**src/rtl/apb_slave_regfile.sv**
```systemverilog
// apb_slave_regfile: APB completer backed by a word-addressed register file.
// Setup phase latches address/direction/data/error; the access phase waits
// out an optional wait-state counter, then completes with pready for one cycle.
// Misaligned or out-of-range addresses complete with pslverr and no update.
// Optional feature macro: APB_SLV_WAIT_EN (wait-state counter honouring
// WAIT_CYCLES). Without it every transfer completes in its first access cycle.
//
// Handshake: a transfer is a setup cycle (pselx=1, penable=0) followed by
// access cycles (pselx=1, penable=1); it completes in the cycle where
// pready=1. Dropping pselx during access abandons the transfer with no side
// effects. pslverr and prdata are meaningful only while pready=1, else 0.
module apb_slave_regfile #(
  parameter int ADDR_WIDTH  = 32,
  parameter int DATA_WIDTH  = 32,
  parameter int NUM_REGS    = 16,
  parameter int WAIT_CYCLES = 2
) (
  input  logic                  pclk,
  input  logic                  preset_n,
  input  logic                  pselx,
  input  logic                  penable,
  input  logic                  pwrite,
  input  logic [ADDR_WIDTH-1:0] paddr,
  input  logic [DATA_WIDTH-1:0] pwdata,
  output logic                  pready,
  output logic                  pslverr,
  output logic [DATA_WIDTH-1:0] prdata
);

  localparam int IDX_W = $clog2(NUM_REGS);

  // Reject parameter values the decode and counter cannot represent.
  if (WAIT_CYCLES < 0 || WAIT_CYCLES > 15) begin : g_bad_wait
    $error("apb_slave_regfile: WAIT_CYCLES must be 0..15");
  end
  if (NUM_REGS < 2 || (NUM_REGS & (NUM_REGS - 1)) != 0) begin : g_bad_regs
    $error("apb_slave_regfile: NUM_REGS must be a power of two >= 2");
  end

  typedef enum logic {
    ST_IDLE   = 1'b0,
    ST_ACCESS = 1'b1
  } state_t;

  state_t                state_q, state_d;
  logic [IDX_W-1:0]      idx_q;
  logic                  wr_q;
  logic                  err_q;
  logic [DATA_WIDTH-1:0] wdata_q;
  logic [DATA_WIDTH-1:0] regs_q [NUM_REGS];

  logic setup;
  logic addr_err;
  logic wait_done;
  logic done;

  assign setup    = pselx & ~penable;
  assign addr_err = (paddr[1:0] != 2'b00) || ((paddr >> (IDX_W + 2)) != '0);

`ifdef APB_SLV_WAIT_EN
  logic [3:0] cnt_q, cnt_d;

  assign wait_done = (cnt_q == 4'd0);

  // Wait-state counter register.
  always_ff @(posedge pclk or negedge preset_n) begin
    if (!preset_n) cnt_q <= 4'd0;
    else           cnt_q <= cnt_d;
  end
`else
  assign wait_done = 1'b1;
`endif

  // FSM state register.
  always_ff @(posedge pclk or negedge preset_n) begin
    if (!preset_n) state_q <= ST_IDLE;
    else           state_q <= state_d;
  end

  // Next-state, counter and completion decode.
  always_comb begin
    state_d = state_q;
    done    = 1'b0;
`ifdef APB_SLV_WAIT_EN
    cnt_d   = cnt_q;
`endif
    case (state_q)
      ST_IDLE: begin
        // penable without a preceding setup is not a transfer start.
        if (setup) begin
          state_d = ST_ACCESS;
`ifdef APB_SLV_WAIT_EN
          cnt_d   = 4'(WAIT_CYCLES);
`endif
        end
      end
      ST_ACCESS: begin
        if (!pselx) begin
          state_d = ST_IDLE;
        end else if (!wait_done) begin
`ifdef APB_SLV_WAIT_EN
          cnt_d = cnt_q - 4'd1;
`endif
        end else if (penable) begin
          done    = 1'b1;
          state_d = ST_IDLE;
        end
      end
      default: state_d = ST_IDLE;
    endcase
  end

  // Capture the transfer attributes during the setup cycle.
  always_ff @(posedge pclk or negedge preset_n) begin
    if (!preset_n) begin
      idx_q   <= '0;
      wr_q    <= 1'b0;
      err_q   <= 1'b0;
      wdata_q <= '0;
    end else if (state_q == ST_IDLE && setup) begin
      idx_q   <= paddr[2 +: IDX_W];
      wr_q    <= pwrite;
      err_q   <= addr_err;
      wdata_q <= pwdata;
    end
  end

  // Register file: updated only at the closing edge of a good write.
  always_ff @(posedge pclk or negedge preset_n) begin
    if (!preset_n) begin
      for (int i = 0; i < NUM_REGS; i++) regs_q[i] <= '0;
    end else if (done && wr_q && !err_q) begin
      regs_q[idx_q] <= wdata_q;
    end
  end

  // Response outputs, forced to zero outside the completion cycle.
  always_comb begin
    pready  = done;
    pslverr = done & err_q;
    prdata  = '0;
    if (done && !wr_q && !err_q) prdata = regs_q[idx_q];
  end

endmodule

```
**config.mk**
```make
export PLATFORM = sky130hd
export DESIGN_NAME = apb_slave_regfile
export DESIGN_NICKNAME = d
export VERILOG_FILES = /design/src/rtl/apb_slave_regfile.sv
export SDC_FILE = /design/constraint.sdc
export NUM_CORES = 1
export LEC_CHECK = 0
export CAP_MARGIN = 20
export CORE_MARGIN = 1.5
export CORE_UTILIZATION = 61
export DETAILED_ROUTE_END_ITERATION = 6
export GPL_ROUTABILITY_DRIVEN = 0
export PLACE_DENSITY = 0.84
export SLEW_MARGIN = 10
export SYNTH_ARGS = -nofsm -noshare
export SYNTH_HDL_FRONTEND = slang
export SYNTH_SLANG_ARGS = --single-unit
```
**constraint.sdc**
```tcl
create_clock -name pclk -period 2.9 [get_ports pclk]
set_input_delay 0.435 -clock pclk [delete_from_list [all_inputs] [get_ports pclk]]
set_output_delay 0.435 -clock pclk [all_outputs]
set_load 0.01 [all_outputs]
```
* After elaboration in Yosys (flattened, before gate mapping)
Index checks and enable logic that the tools add are counted.
** Word-level totals
- Latch bits :: 0
- Output and inout port bits :: 34
- Bits in writable memories :: 0
- Memories :: 0
- Register bits :: 551
- Input port bits :: 69
- Word-level logic and storage cells :: 53
- Memory bits (read-only) :: 0
** Operators by class
- Reduce and logical (&&, ||, !) cells :: 11
- Shifts and indexed selects :: 0
- Equality and inequality tests :: 0
- Magnitude comparators :: 2
- Bitwise logic cells :: 5
- Divide/modulo/power cells :: 0
- Muxes and demuxes :: 14
- Add/sub/neg operators :: 0
- $mul :: 0
** Operators with widths (count)
- $bwmux 512 :: 1
- $bmux 32 s4 :: 1
- $demux 32 s4 :: 1
- $mux 32 :: 4
- $reduce_bool 32->1 :: 1
- $logic_and 1x1->1 :: 6
- $mux 1 :: 6
- $ge 5x5->1 const B :: 1
- $lt 5x1->1 const B :: 1
- $not 4->5 :: 1
- $and 1x1->1 :: 2
- $logic_not 1->1 :: 2
- $not 1->1 :: 2
- $pmux 1 s2 :: 1
- $reduce_bool 2->1 :: 1
- $logic_or 1x1->1 :: 1

* Logic depth before layout (Yosys ltp)
Gate-level depths: netlist of run 1.
- Word-level depth :: 6
- Gate-level depth with buffers :: 7
- Depth with buffers taken out :: 3

* Worst setup path after synthesis of run 1
Ideal clock, no wire load.
- Path type :: flip-flop to output port
- Start :: reg idx_q[1]
- End :: out prdata[10]
- Stages on the path, launching flop included :: 6
- Arrival time :: 1.788 ns
- Data required time :: 2.465 ns
- Setup slack :: 0.677 ns
- Path buffers :: 2
- Cells stage by stage :: dfrtp_1 buf_2 buf_1 mux4_2 mux2i_1 o211ai_1
** On the way
- Cells in the longest elaborated chain, start to end :: 5
** Ends and longest elaborated chain
- start, declared :: line 46 : logic [IDX_W-1:0] idx_q;
- start signal, assigned :: line 121 : idx_q <= paddr[2 +: IDX_W];
- $not 4->5 (not written as such) :: line 142 : if (done && !wr_q && !err_q) prdata = regs_q[idx_q];
- $bmux 32 s4 :: line 142
- $mux 32 (not written as such) (2 in series) :: line 142
- $mux 32 :: line 142
- end, declared :: line 27 : output logic [DATA_WIDTH-1:0] prdata
Every way passes these cells. The select of a mux whose other input is x is not followed.

* Worst setup path after layout of run 1
- Start :: reg idx_q[1]
- End :: out prdata[30]
The elaborated chain is that of the path after synthesis.

==> results of run 1 <==
[per-layer routing]
layer / track usage (%) / up-vias
met5: 0 / -
met4: 13.3 / 0
met3: 4.83 / 133
met2: 49.7 / 503
met1: 40.7 / 7985
li1: - / 6123
[flip-flops by register name, summed over array words and instances, names as in the netlist]
name	count
regs_q	512
idx_q	4
state_q	1
wr_q	1
wdata_q	32
err_q	1
[what timing repair did]
item | in CTS | in global routing
hold buffers | 1 | 0
cloned | 7 | 0
hold endpoints to repair | 73 | 0
setup endpoints to repair | 32 | 82
pin swaps | 8 | 9
gates resized for setup | 174 | 12
setup buffers | 37 | 7
[where the power goes]
part           leakage [nW]  switching (mW)  internal [mW]  total (mW)
sequential             7.61           0.410           7.81        8.22
combinational          5.71           0.898          0.969        1.87
clock                 0.932            2.95           4.39        7.34
[synth_stat cells, types with 3 or more instances]
master / n / area (sq um)
or4_1: 3 / 22.5
nor4_2: 5 / 62.6
clkbuf_1: 75 / 282
mux2i_1: 32 / 320
nor4_1: 7 / 43.8
nand3_1: 64 / 320
nor2b_1: 3 / 18.8
dfrtp_1: 551 / 13800
mux2_1: 104 / 1170
o211ai_1: 32 / 240
buf_1: 10 / 37.5
buf_6: 9 / 101
nand2_1: 3 / 11.3
mux4_2: 128 / 2880
buf_2: 48 / 240
nand4_1: 4 / 25.0
mux2_2: 444 / 5000
and4b_1: 3 / 30.0
[metrics by stage]
step                      power, mW  setup WS (ps)  instance area, sq um
after floorplan                8.99            677                 24700
after global placement         9.74           -120                 27000
after detailed placement       9.79           -187                 27000
after CTS                      17.5           -130                 29500
after global routing           17.9           -193                 29600
final                          17.4           -104                 29600
[worst paths after layout]
path	end	cells after the start
max reg2reg	regs_q[93]$_DFFE_PN0P_	7
min reg2reg	regs_q[29]$_DFFE_PN0P_	1
min	idx_q[0]$_DFFE_PN0P_	3
max	prdata[30]	8
min in group asynchronous	regs_q[187]$_DFFE_PN0P_	2
max in group asynchronous	regs_q[80]$_DFFE_PN0P_	3
[worst max-delay path, stage by stage (launching register included)]
cell      delay, ps
dfrtp_4         560
buf_8           160
buf_12          130
buf_12          120
mux4_2          430
mux2i_1         170
buf_4           160
o211ai_1         80
buf_2           150
[cell type report]
class	instances	area, sq um	area share [%]
well taps	525	657	2.22
repair buffers	248	2670	9.04
clock buffers	84	1670	5.64
clock inverters	17	213	0.719
inverters	1	3.75	0.0127
flip-flops and latches	551	13800	46.7
multi-input cells	850	10600	35.7
[logic make-up (layout without fill, tap and decap cells)]
kind of cell / count (synthesis) / after routing / synth area share [%]
AO/OA/AOI/OAI: 34 / 34 / 1.02
buffers and inverters: 143 / 350 / 2.69
AND/OR/NAND/NOR: 108 / 108 / 2.69
flip-flops: 551 / 551 / 55.7
multiplexers: 708 / 708 / 37.9
==> impl_metrics.ini, run 1 <==
[hold_path]
hold_class = in2reg
hold_path_startpoint = paddr[2]

[synthesis]
synth_cell_types = 32
synth_edf_count = 0
synth.avg_cell_area_sq_um = 16.0
synthCells = 1544
ys.warnings.count = 0
synth_seq_cells = 551
synth_flop_cell = dfrtp_1
yosysSeqAreaShare_pct = 55.7
synth_area_sq_um = 24700
synthArstFlopShare_pct = 100
synth_nets = 1613

[detailed_routing]
drt_iter0_markers = 1021
totalWireLength_um = 61600
m1WireLength_um = 25000
dr.pass1.iters = 6
wl_met3_um = 3480
wl_met2_um = 30900
route.detailed.drc = 0
num_vias = 14700
topRoutingLayerUsed = met4
wl_per_cell_um = 27.0
viasPerCell = 6.48
ant_nets = 0

[clocking]
cts.path.max_buffers = 3
cts_tree = yes
cts-root-buf = clkbuf_16
htree_num_levels = 2
cts.clk_slew.worst_paths_ps = 60
numCtsBuffers = 55
clock-sinks = 551
worstSkewPairLatency_ps = 600

[floorplanning]
ioPinCount = 103
die_w_um = 204
die_area_sq_um = 41800
start_util_pct = 62.0
fp-row-count = 73
die_h_um = 204
core_area_sq_um = 39900

[setup_path]
crit_start = idx_q[1]$_DFFE_PN0P_
r2r_slack_ps = 80
required_ps = 2470
r2r-start = idx_q[1]$_DFFE_PN0P_
cp.arrival_ps = 2570
critical_path_class = reg2out
cp-end-kind = primary output
crit_fanout = 6
start_kind = flip-flop

[timing]
whs_ps = 431
finalMaxSlewViolations = 0
finalSetupViolations = 23
setup_tns_ps = -765
tightestPinTransition_ps = 866
finalCritPeriodShare_pct = 104
slew_headroom_pct = 42.3
hold_viol = 0
fin_skew_ps = 14.6
fin_ws_ps = -104
grt_setup_unrepaired = true
fmaxAchievable_mhz = 333
period_minus_slack_ps = 3000

[global_route]
grt_pass1_vias = 15900
grt_pass1_wl_um = 94500
track_usage_pct = 30.4
grt_antenna_before_repair = 0
overflow = 0
grt_start_max_net_pins = 93

[finish]
nets = 1776
fillers = 2244
final_cells = 2276
final_cell_mix = dfrtp_1 (548), mux2_2 (444), mux4_2 (128)
fin_util_pct = 74.1
layout_commonest_cell = dfrtp_1
n_antenna_cell = 0
syn_to_final_growth_pct = 19.5
drive_gt1_share_pct = 50.5

[flow_run]
cap_viol_max_count = 0

[place]
io_buffers = 102
dp.cells = 2125
hpwl_um = 35200

[outcome]
violations = negative setup slack
outcome = complete, but fails checks

[power_and_ir_drop]
ir_drop_v = 0.000486
leakagePower_nw = 14.3
power_density_nw_per_um2 = 589
Power figures use the tool's default switching activity.
==> inputs of run 2 (changes only) <==
CAP_MARGIN = 15   (was 20)
==> results of run 2 <==
The final DEF is identical to that of run 1; final timing and power are the same.
==> inputs of run 3 (changes only) <==
CTS_BUF_LIST = sky130_fd_sc_hd__clkbuf_16   (was default)
==> run 3 against run 2 <==
Compared with the run above: the run still ends with negative setup slack left; cell count increased by 0.13%; maximum frequency decreased by 0.10%; design area decreased by 0.65%; power decreased by 3.0%; worst hold slack about the same; setup slack got worse by 3.0 ps; utilization decreased by 0.48 points; critical path depth unchanged; wire length decreased by 3.2%; clock skew decreased by 3.1 ps; critical endpoint is now prdata[20]; largest cell class unchanged.
==> impl_metrics.ini, run 3 (same netlist as run 1, synthesis figures left out) <==
[outcome]
outcome = complete, but fails checks
violations = negative setup slack

[detailed_routing]
viasPerCell = 6.40
num_vias = 14600
ant_nets = 0
wl_per_cell_um = 26.2
route.detailed.drc = 0
totalWireLength_um = 59600
drt_iter0_markers = 1042
dr.pass1.iters = 5

[flow_run]
cap_viol_max_count = 0

[timing]
slew_headroom_pct = 43.9
finalSetupViolations = 16
finalCritPeriodShare_pct = 104
fin_skew_ps = 11.5
period_minus_slack_ps = 3010
fmaxAchievable_mhz = 333
tightestPinTransition_ps = 842
whs_ps = 431
hold_viol = 0
setup_tns_ps = -453
grt_setup_unrepaired = true
fin_ws_ps = -107
finalMaxSlewViolations = 0

[clocking]
worstSkewPairLatency_ps = 600
cts.path.max_buffers = 3
numCtsBuffers = 55
clock-sinks = 551
htree_num_levels = 2
cts-root-buf = clkbuf_16
cts.clk_slew.worst_paths_ps = 60
cts_tree = yes

[setup_path]
rr_worst_depth = 7
required_ps = 2470
r2r_slack_ps = 160
start_kind = flip-flop
r2r-end = regs_q[65]$_DFFE_PN0P_
cp-end-kind = primary output
critical_path_class = reg2out
cp.arrival_ps = 2570
r2r-start = idx_q[1]$_DFFE_PN0P_
crit_fanout = 6

[floorplanning]
start_util_pct = 62.0
fp-row-count = 73
ioPinCount = 103
die_w_um = 204
die_area_sq_um = 41800
core_area_sq_um = 39900
die_h_um = 204

[hold_path]
hold_path_depth = 3
hold_class = in2reg
hold_end = idx_q[0]$_DFFE_PN0P_
hold_path_startpoint = paddr[2]

[finish]
n_antenna_cell = 0
final_cell_mix = dfrtp_1 (548), mux2_2 (444), mux4_2 (128)
regMostFlops = regs_q
final_cells = 2279
syn_to_final_growth_pct = 18.7
fin_util_pct = 73.6
largest_reg_flops = 512
nets = 1779
design_area_sq_um = 29400
fillers = 2280
layout_commonest_cell = dfrtp_1
reg_top3 = regs_q x512, wdata_q x32, idx_q x4
drive_gt1_share_pct = 49.9

[place]
dp.cells = 2125
hpwl_um = 35200
pre_cts_ws_ps = -187
io_buffers = 102
post_dp_cell_area_sq_um = 27000

[global_route]
grt_pass1_wl_um = 92600
grt_antenna_before_repair = 0
overflow = 0
track_usage_pct = 29.6
grt_pass1_vias = 15600
grt_start_max_net_pins = 93

[power_and_ir_drop]
power_density_nw_per_um2 = 576
leakagePower_nw = 14.2
finalPower_mw = 16.9
ir_drop_v = 0.000479
run 3: worst max-delay path by stage:
stage | start | to | slack, ps | cells past startpoint
floorplan | idx_q[1]$_DFFE_PN0P_ | prdata[10] | 680 | 5
global placement | pselx | prdata[16] | -120 | 6
detailed placement | pselx | prdata[5] | -190 | 6
CTS | idx_q[1]$_DFFE_PN0P_ | prdata[20] | -110 | 8
global route | idx_q[1]$_DFFE_PN0P_ | prdata[20] | -160 | 8
finish | idx_q[1]$_DFFE_PN0P_ | prdata[20] | -110 | 8
run 3: repair_timing:
action,4_1_cts,5_1_grt
hold buffers,1,0
gates cloned,4,0
gates resized for setup,170,18
pin swaps,9,15
hold endpoints to repair,73,0
buffers inserted,40,12
endpoints found under the setup margin,32,28
run 3: power by group:
group          switching (mW)  internal (mW)
registers               0.412           7.81
logic                   0.872          0.935
clock network            2.91           3.97
run 3: per-layer routing:
metal  vias to the layer above  routed length (um)  share of wire (%)  track usage (%)
met5                         -                   0                  0                0
met4                         0                1990                3.3             11.8
met3                       118                3200                5.4             4.94
met2                       418               29700                 50             48.0
met1                      7910               24800                 42             40.4
li1                       6150                   -                  -                -
run 3: worst max-delay path, cell delays in order, from the launching register on:
cell and delay (ps):
dfrtp_4 550, buf_12 170, buf_12 130, buf_16 130, mux4_2 420, mux2i_1 160
buf_4 160, o211ai_1 90, buf_2 160
run 3: final cells by class:
cell class              count  area (sq um)  share of cell area, %
clock buffers              57          1430                   4.86
repair buffers            251          2600                   8.84
multi-input cells         850         10600                   36.0
flip-flops and latches    551         13800                   47.0
clock inverters            44           314                   1.07
well taps                 525           657                   2.24
inverters                   1          3.75                 0.0128
